==> src/rtl/sprite_fetch.sv <==
// Sprite fetch stage: hit-tests the scan position against a sprite box,
// issues the sprite ROM address, realigns the returned ROM word with the
// delayed hit flag, applies colour-key transparency and steps the
// animation frame once every ANIM_DIV video frames.
module sprite_fetch #(
    parameter int SPR_W    = 16,
    parameter int SPR_H    = 16,
    parameter int FRAMES   = 2,
    parameter int WIDTH    = 4,
    parameter int CORDW    = 10,
    parameter int ANIM_DIV = 8,
    parameter int TRANSP   = 0,
    localparam int ADDRW   = $clog2(SPR_W*SPR_H*FRAMES),
    localparam int FIW     = (FRAMES > 1) ? $clog2(FRAMES) : 1
) (
    input  logic             clk,
    input  logic             rst,
    input  logic             frame_start,
    input  logic             de,
    input  logic [CORDW-1:0] sx,
    input  logic [CORDW-1:0] sy,
    input  logic [CORDW-1:0] spr_x,
    input  logic [CORDW-1:0] spr_y,
    input  logic             anim_en,
    output logic [ADDRW-1:0] rom_addr,
    input  logic [WIDTH-1:0] rom_data,
    output logic [WIDTH-1:0] pix,
    output logic             drawing,
    output logic [FIW-1:0]   frame_idx
);

    localparam int DIVW = (ANIM_DIV > 1) ? $clog2(ANIM_DIV) : 1;
    localparam logic [CORDW:0]   SPR_W_E   = (CORDW+1)'(SPR_W);
    localparam logic [CORDW:0]   SPR_H_E   = (CORDW+1)'(SPR_H);
    localparam logic [DIVW-1:0]  DIV_LAST  = DIVW'(ANIM_DIV-1);
    localparam logic [FIW-1:0]   FRM_LAST  = FIW'(FRAMES-1);
    localparam logic [WIDTH-1:0] TRANSP_C  = WIDTH'(TRANSP);

    logic [CORDW-1:0] pos_x_q, pos_x_d;
    logic [CORDW-1:0] pos_y_q, pos_y_d;
    logic [DIVW-1:0]  div_q, div_d;
    logic [FIW-1:0]   frame_idx_q, frame_idx_d;
    logic [ADDRW-1:0] rom_addr_q, rom_addr_d;
    logic             hit_d1_q, hit_d1_d;
    logic             hit_d2_q, hit_d2_d;
    logic [WIDTH-1:0] pix_q, pix_d;
    logic             drawing_q, drawing_d;

    logic             hit_s;
    logic [CORDW:0]   x_lo_s, x_hi_s, y_lo_s, y_hi_s, sx_e_s, sy_e_s;
    logic [CORDW-1:0] rx_s, ry_s;
    logic [31:0]      addr_full_s;

    // Hit test and ROM address; one bit of headroom keeps edge boxes from wrapping.
    always_comb begin
        sx_e_s = {1'b0, sx};
        sy_e_s = {1'b0, sy};
        x_lo_s = {1'b0, pos_x_q};
        y_lo_s = {1'b0, pos_y_q};
        x_hi_s = x_lo_s + SPR_W_E;
        y_hi_s = y_lo_s + SPR_H_E;
        hit_s  = de & (sx_e_s >= x_lo_s) & (sx_e_s < x_hi_s)
                    & (sy_e_s >= y_lo_s) & (sy_e_s < y_hi_s);
        rx_s   = sx - pos_x_q;
        ry_s   = sy - pos_y_q;
        addr_full_s = 32'(frame_idx_q) * 32'(SPR_W*SPR_H)
                    + 32'(ry_s) * 32'(SPR_W) + 32'(rx_s);
    end

    // Position latch and animation divider, both stepped only on frame_start.
    always_comb begin
        pos_x_d     = pos_x_q;
        pos_y_d     = pos_y_q;
        div_d       = div_q;
        frame_idx_d = frame_idx_q;
        if (frame_start) begin
            pos_x_d = spr_x;
            pos_y_d = spr_y;
            if (anim_en) begin
                if (div_q == DIV_LAST) begin
                    div_d = '0;
                    if (frame_idx_q == FRM_LAST) begin
                        frame_idx_d = '0;
                    end else begin
                        frame_idx_d = frame_idx_q + 1'b1;
                    end
                end else begin
                    div_d = div_q + 1'b1;
                end
            end else begin
                div_d = div_q;
            end
        end else begin
            pos_x_d = pos_x_q;
        end
    end

    // Fetch pipeline: address issue, hit realignment with ROM data, colour key.
    always_comb begin
        rom_addr_d = rom_addr_q;
        if (hit_s) begin
            rom_addr_d = addr_full_s[ADDRW-1:0];
        end else begin
            rom_addr_d = rom_addr_q;
        end
        hit_d1_d  = hit_s;
        hit_d2_d  = hit_d1_q;
        drawing_d = hit_d2_q & (rom_data != TRANSP_C);
        if (drawing_d) begin
            pix_d = rom_data;
        end else begin
            pix_d = '0;
        end
    end

    // State registers with synchronous reset.
    always_ff @(posedge clk) begin
        if (rst) begin
            pos_x_q     <= '0;
            pos_y_q     <= '0;
            div_q       <= '0;
            frame_idx_q <= '0;
            rom_addr_q  <= '0;
            hit_d1_q    <= 1'b0;
            hit_d2_q    <= 1'b0;
            pix_q       <= '0;
            drawing_q   <= 1'b0;
        end else begin
            pos_x_q     <= pos_x_d;
            pos_y_q     <= pos_y_d;
            div_q       <= div_d;
            frame_idx_q <= frame_idx_d;
            rom_addr_q  <= rom_addr_d;
            hit_d1_q    <= hit_d1_d;
            hit_d2_q    <= hit_d2_d;
            pix_q       <= pix_d;
            drawing_q   <= drawing_d;
        end
    end

    assign rom_addr  = rom_addr_q;
    assign pix       = pix_q;
    assign drawing   = drawing_q;
    assign frame_idx = frame_idx_q;

endmodule

==> config.mk <==
export PLATFORM = sky130hd
export DESIGN_NAME = sprite_fetch
export DESIGN_NICKNAME = d
export VERILOG_FILES = /design/src/rtl/sprite_fetch.sv
export SDC_FILE = /design/constraint.sdc
export NUM_CORES = 1
export LEC_CHECK = 0
export CAP_MARGIN = 25
export CORE_ASPECT_RATIO = 0.75
export CORE_UTILIZATION = 48
export CTS_BUF_LIST = sky130_fd_sc_hd__clkbuf_2
export DETAILED_ROUTE_END_ITERATION = 7
export PLACE_DENSITY = 0.9
export SLEW_MARGIN = 15
export SYNTH_ARGS = -nofsm -noshare
export SYNTH_HDL_FRONTEND = slang
export SYNTH_SLANG_ARGS = --single-unit
==> constraint.sdc <==
create_clock -name clk -period 3.1 [get_ports clk]
set_input_delay 0.465 -clock clk [delete_from_list [all_inputs] [get_ports clk]]
set_output_delay 0.465 -clock clk [all_outputs]
set_load 0.01 [all_outputs]
==> metrics.txt <==
cells along the critical path=ha_4 > fa_1 > inv_2 > fa_1 > ha_4 > ha_4 > and2_4 > a311o_1 > a21oi_2 > xnor2_1 > nand3_1 > a21oi_1; critical path class=flop to flop; cts hold-fix bufs=0; Clock Sinks=40; Syn-to-layout area delta=34.2%; max-slew violations=0; Initial DRC Count=119; IO Pins=64; Worst-path clk slew=0.24 ns; Switching Share=33.7%; Ys Warns=0; Post-Route Skew=0.0100 ns; DR vias=2,563; Total GRT Usage=21.9%; syn_area_per_cell=9.04 um2; leak pwr=1.71 nW; Flop pwr share=35.4%; P per Cell Area=401 nW/um2; worst vdd ir=270 uV; grt total ovfl=0; filler cell count in the final layout=475; Core Area=5860 um2; status=complete, no violations; Seq/Total Area, Yosys=27.3%; Post-synth EDFFs=0; worst hold margin=0.473 ns; Post-Syn Area=2940 um2; RSZ-0062 raised after global routing=true; number of max-cap violations=0; setup TNS=0 ns; vias in the first global route=2,504; commonest non-fill, non-tap cells in the layout=clkdlybuf4s50_1, ha_1, inv_1, dfxtp_1, nor2_1; internal power=1.05 mW; Post-Route Utilization=67.3%; worst skew pair latency=0.41 ns; drt pass-1 iters=4; Die Span X=92.3 um; clock share of power=21.2%; Critical Path AT=3.42 ns; CP dominant cell by count=ha_4; final hold vios=0; Required @ worst endpoint=3.47 ns; CP Capture Type=flop; fin nets=515; number of synthesized register bits=40; Worst Hold Class=flop to flop; PortBufs=63; Initial Util=50.2%; slowest stage delay, CP=0.58 ns; crit start category=flop; Cell Rows=24; Yosys cell types=43; TritonCTS Buffers=5; smallest setup slack after layout=0.0465 ns; Post-synth ARST share=0%; TritonCTS clock tree=done; Layout Cells excl Fill=487; routability cong.=0.873; Die Ht=69.8 um; Worst path slowest cell=fa_1; Setup-failing EPs final=0; Syn Nets=432; largest net degree at the start of global routing=37; Tcrit/Tclk final=98.5%; crit-path max FO=2; dpl ws=-0.580 ns; Logic pwr share=43.4%; worst-margin pin slew=0.788 ns; Final min period=3.05 ns; Placed Instances=476; DR DRC count=0; DP Wirelength=5.58 mm; clk buf depth=2; via/cell ratio=5.26; Post-Syn Instances=325; die outline area=6440 um2; layout cells sized above 1=11.5%; Routed WL=6.88 mm; WL/cell=14.1 um; Crit path max-delay family=adder cells; Root Buffer=clkbuf_2; FMAX=327 MHz; Psw=0.533 mW; most used flip-flop cell after synthesis=dfxtp_1; first-pass GRT wire length=11.2 mm; CTS HTree Levels=2; post-route ant nets=0; Slew headroom=47.1%; Critical path buffers and inverters=1; antenna violations before repair=0; most common cell after layout, fill and taps aside=clkdlybuf4s50_1; diode count=0
metal layers:
metal | share of wire (%) | track usage [%] | vias to the layer above | routed length (um)
met5 | 0 | 0 | - | 0
met1 | 45 | 28.1 | 1192 | 3070
met4 | 0.38 | 3.13 | 0 | 26
met3 | 5.2 | 3.95 | 4 | 360
met2 | 50 | 39.1 | 80 | 3420
li1 | - | - | 1287 | -
power by group through the flow:
stage                     logic [mW]  registers (mW)  clock network (mW)
after global routing           0.759           0.564               0.367
final                          0.687           0.560               0.334
after global placement         0.619           0.568                   0
after detailed placement       0.639           0.569                   0
after CTS                      0.665           0.560               0.339
after floorplan                0.408           0.565                   0
cells in the mapped netlist, types with 2 or more instances:
master    number  area share (%)
ha_1          49              21
dfxtp_1       40              27
inv_1         39             5.0
a21oi_1       29             4.9
nor2_1        26             3.3
mux2i_1       20             6.8
xnor2_1       19             5.7
nand3_1       17             2.9
nand2_1       10             1.3
fa_1           9             6.1
o21ai_1        6             1.0
a211oi_1       5             1.3
and2_1         5             1.1
a21o_1         4             1.0
buf_1          4            0.51
clkbuf_1       4            0.51
o21ai_0        4            0.68
nor2b_1        3            0.64
a31oi_1        2            0.43
and3_1         2            0.43
nand4_1        2            0.43
nand4b_1       2            0.60
nor3_1         2            0.34
o21a_1         2            0.51
xor2_1         2            0.60
path summary, 6_finish.rpt:
path                           start                  endpoint  slack, ns  depth (start not counted)
max reg2reg  pos_y_q[0]$_SDFFE_PP0P_  rom_addr[7]$_SDFFE_PP0P_       0.05                         12
min              hit_d1_q$_SDFF_PP0_       hit_d2_q$_SDFF_PP0_       0.47                          1
max          pos_y_q[0]$_SDFFE_PP0P_  rom_addr[7]$_SDFFE_PP0P_       0.05                         12
min reg2reg      hit_d1_q$_SDFF_PP0_       hit_d2_q$_SDFF_PP0_       0.47                          1
sequential cells by signal (all words and copies together) (netlist names), 3 cells and up:
| register | count |
|---|---|
| pix | 4 |
| pos_x_q | 10 |
| pos_y_q | 10 |
| div_q | 3 |
| rom_addr | 9 |
logic make-up (layout without fill, tap and decap cells):
group	after synthesis	after routing	synth area share (%)
XOR/XNOR	21	21	6.26
flip-flops	40	40	27.3
AND/OR/NAND/NOR	77	77	13.6
buffers and inverters	48	132	6.39
multiplexers	20	20	6.81
AO/OA/AOI/OAI	61	61	12.7
adder cells (fa/ha/maj)	58	58	27.0
stage by stage:
step,power (mW),cell area [um2]
final,1.58,3940
after global routing,1.69,3940
after CTS,1.56,3900
after detailed placement,1.21,3800
after global placement,1.19,3800
after floorplan,0.973,2970
what timing repair did:
action | in CTS | in global routing
setup endpoints to repair | 2 | 3
pin swaps | 9 | 9
setup buffers | 2 | 1
gates resized for setup | 7 | 7
hold endpoints to repair | 0 | 0
cell type report:
cell class / instances / area, um2 / area share [%]
Clock inverter: 3 / 46.3 / 1.17
Multi-Input combinational cell: 237 / 2020 / 51.3
Clock buffer: 5 / 25.0 / 0.635
Inverter: 39 / 146 / 3.71
Sequential cell: 40 / 803 / 20.4
Timing Repair Buffer: 85 / 801 / 20.3
Tap cell: 78 / 97.6 / 2.48
Note: power is estimated with default switching activity, not from simulation.
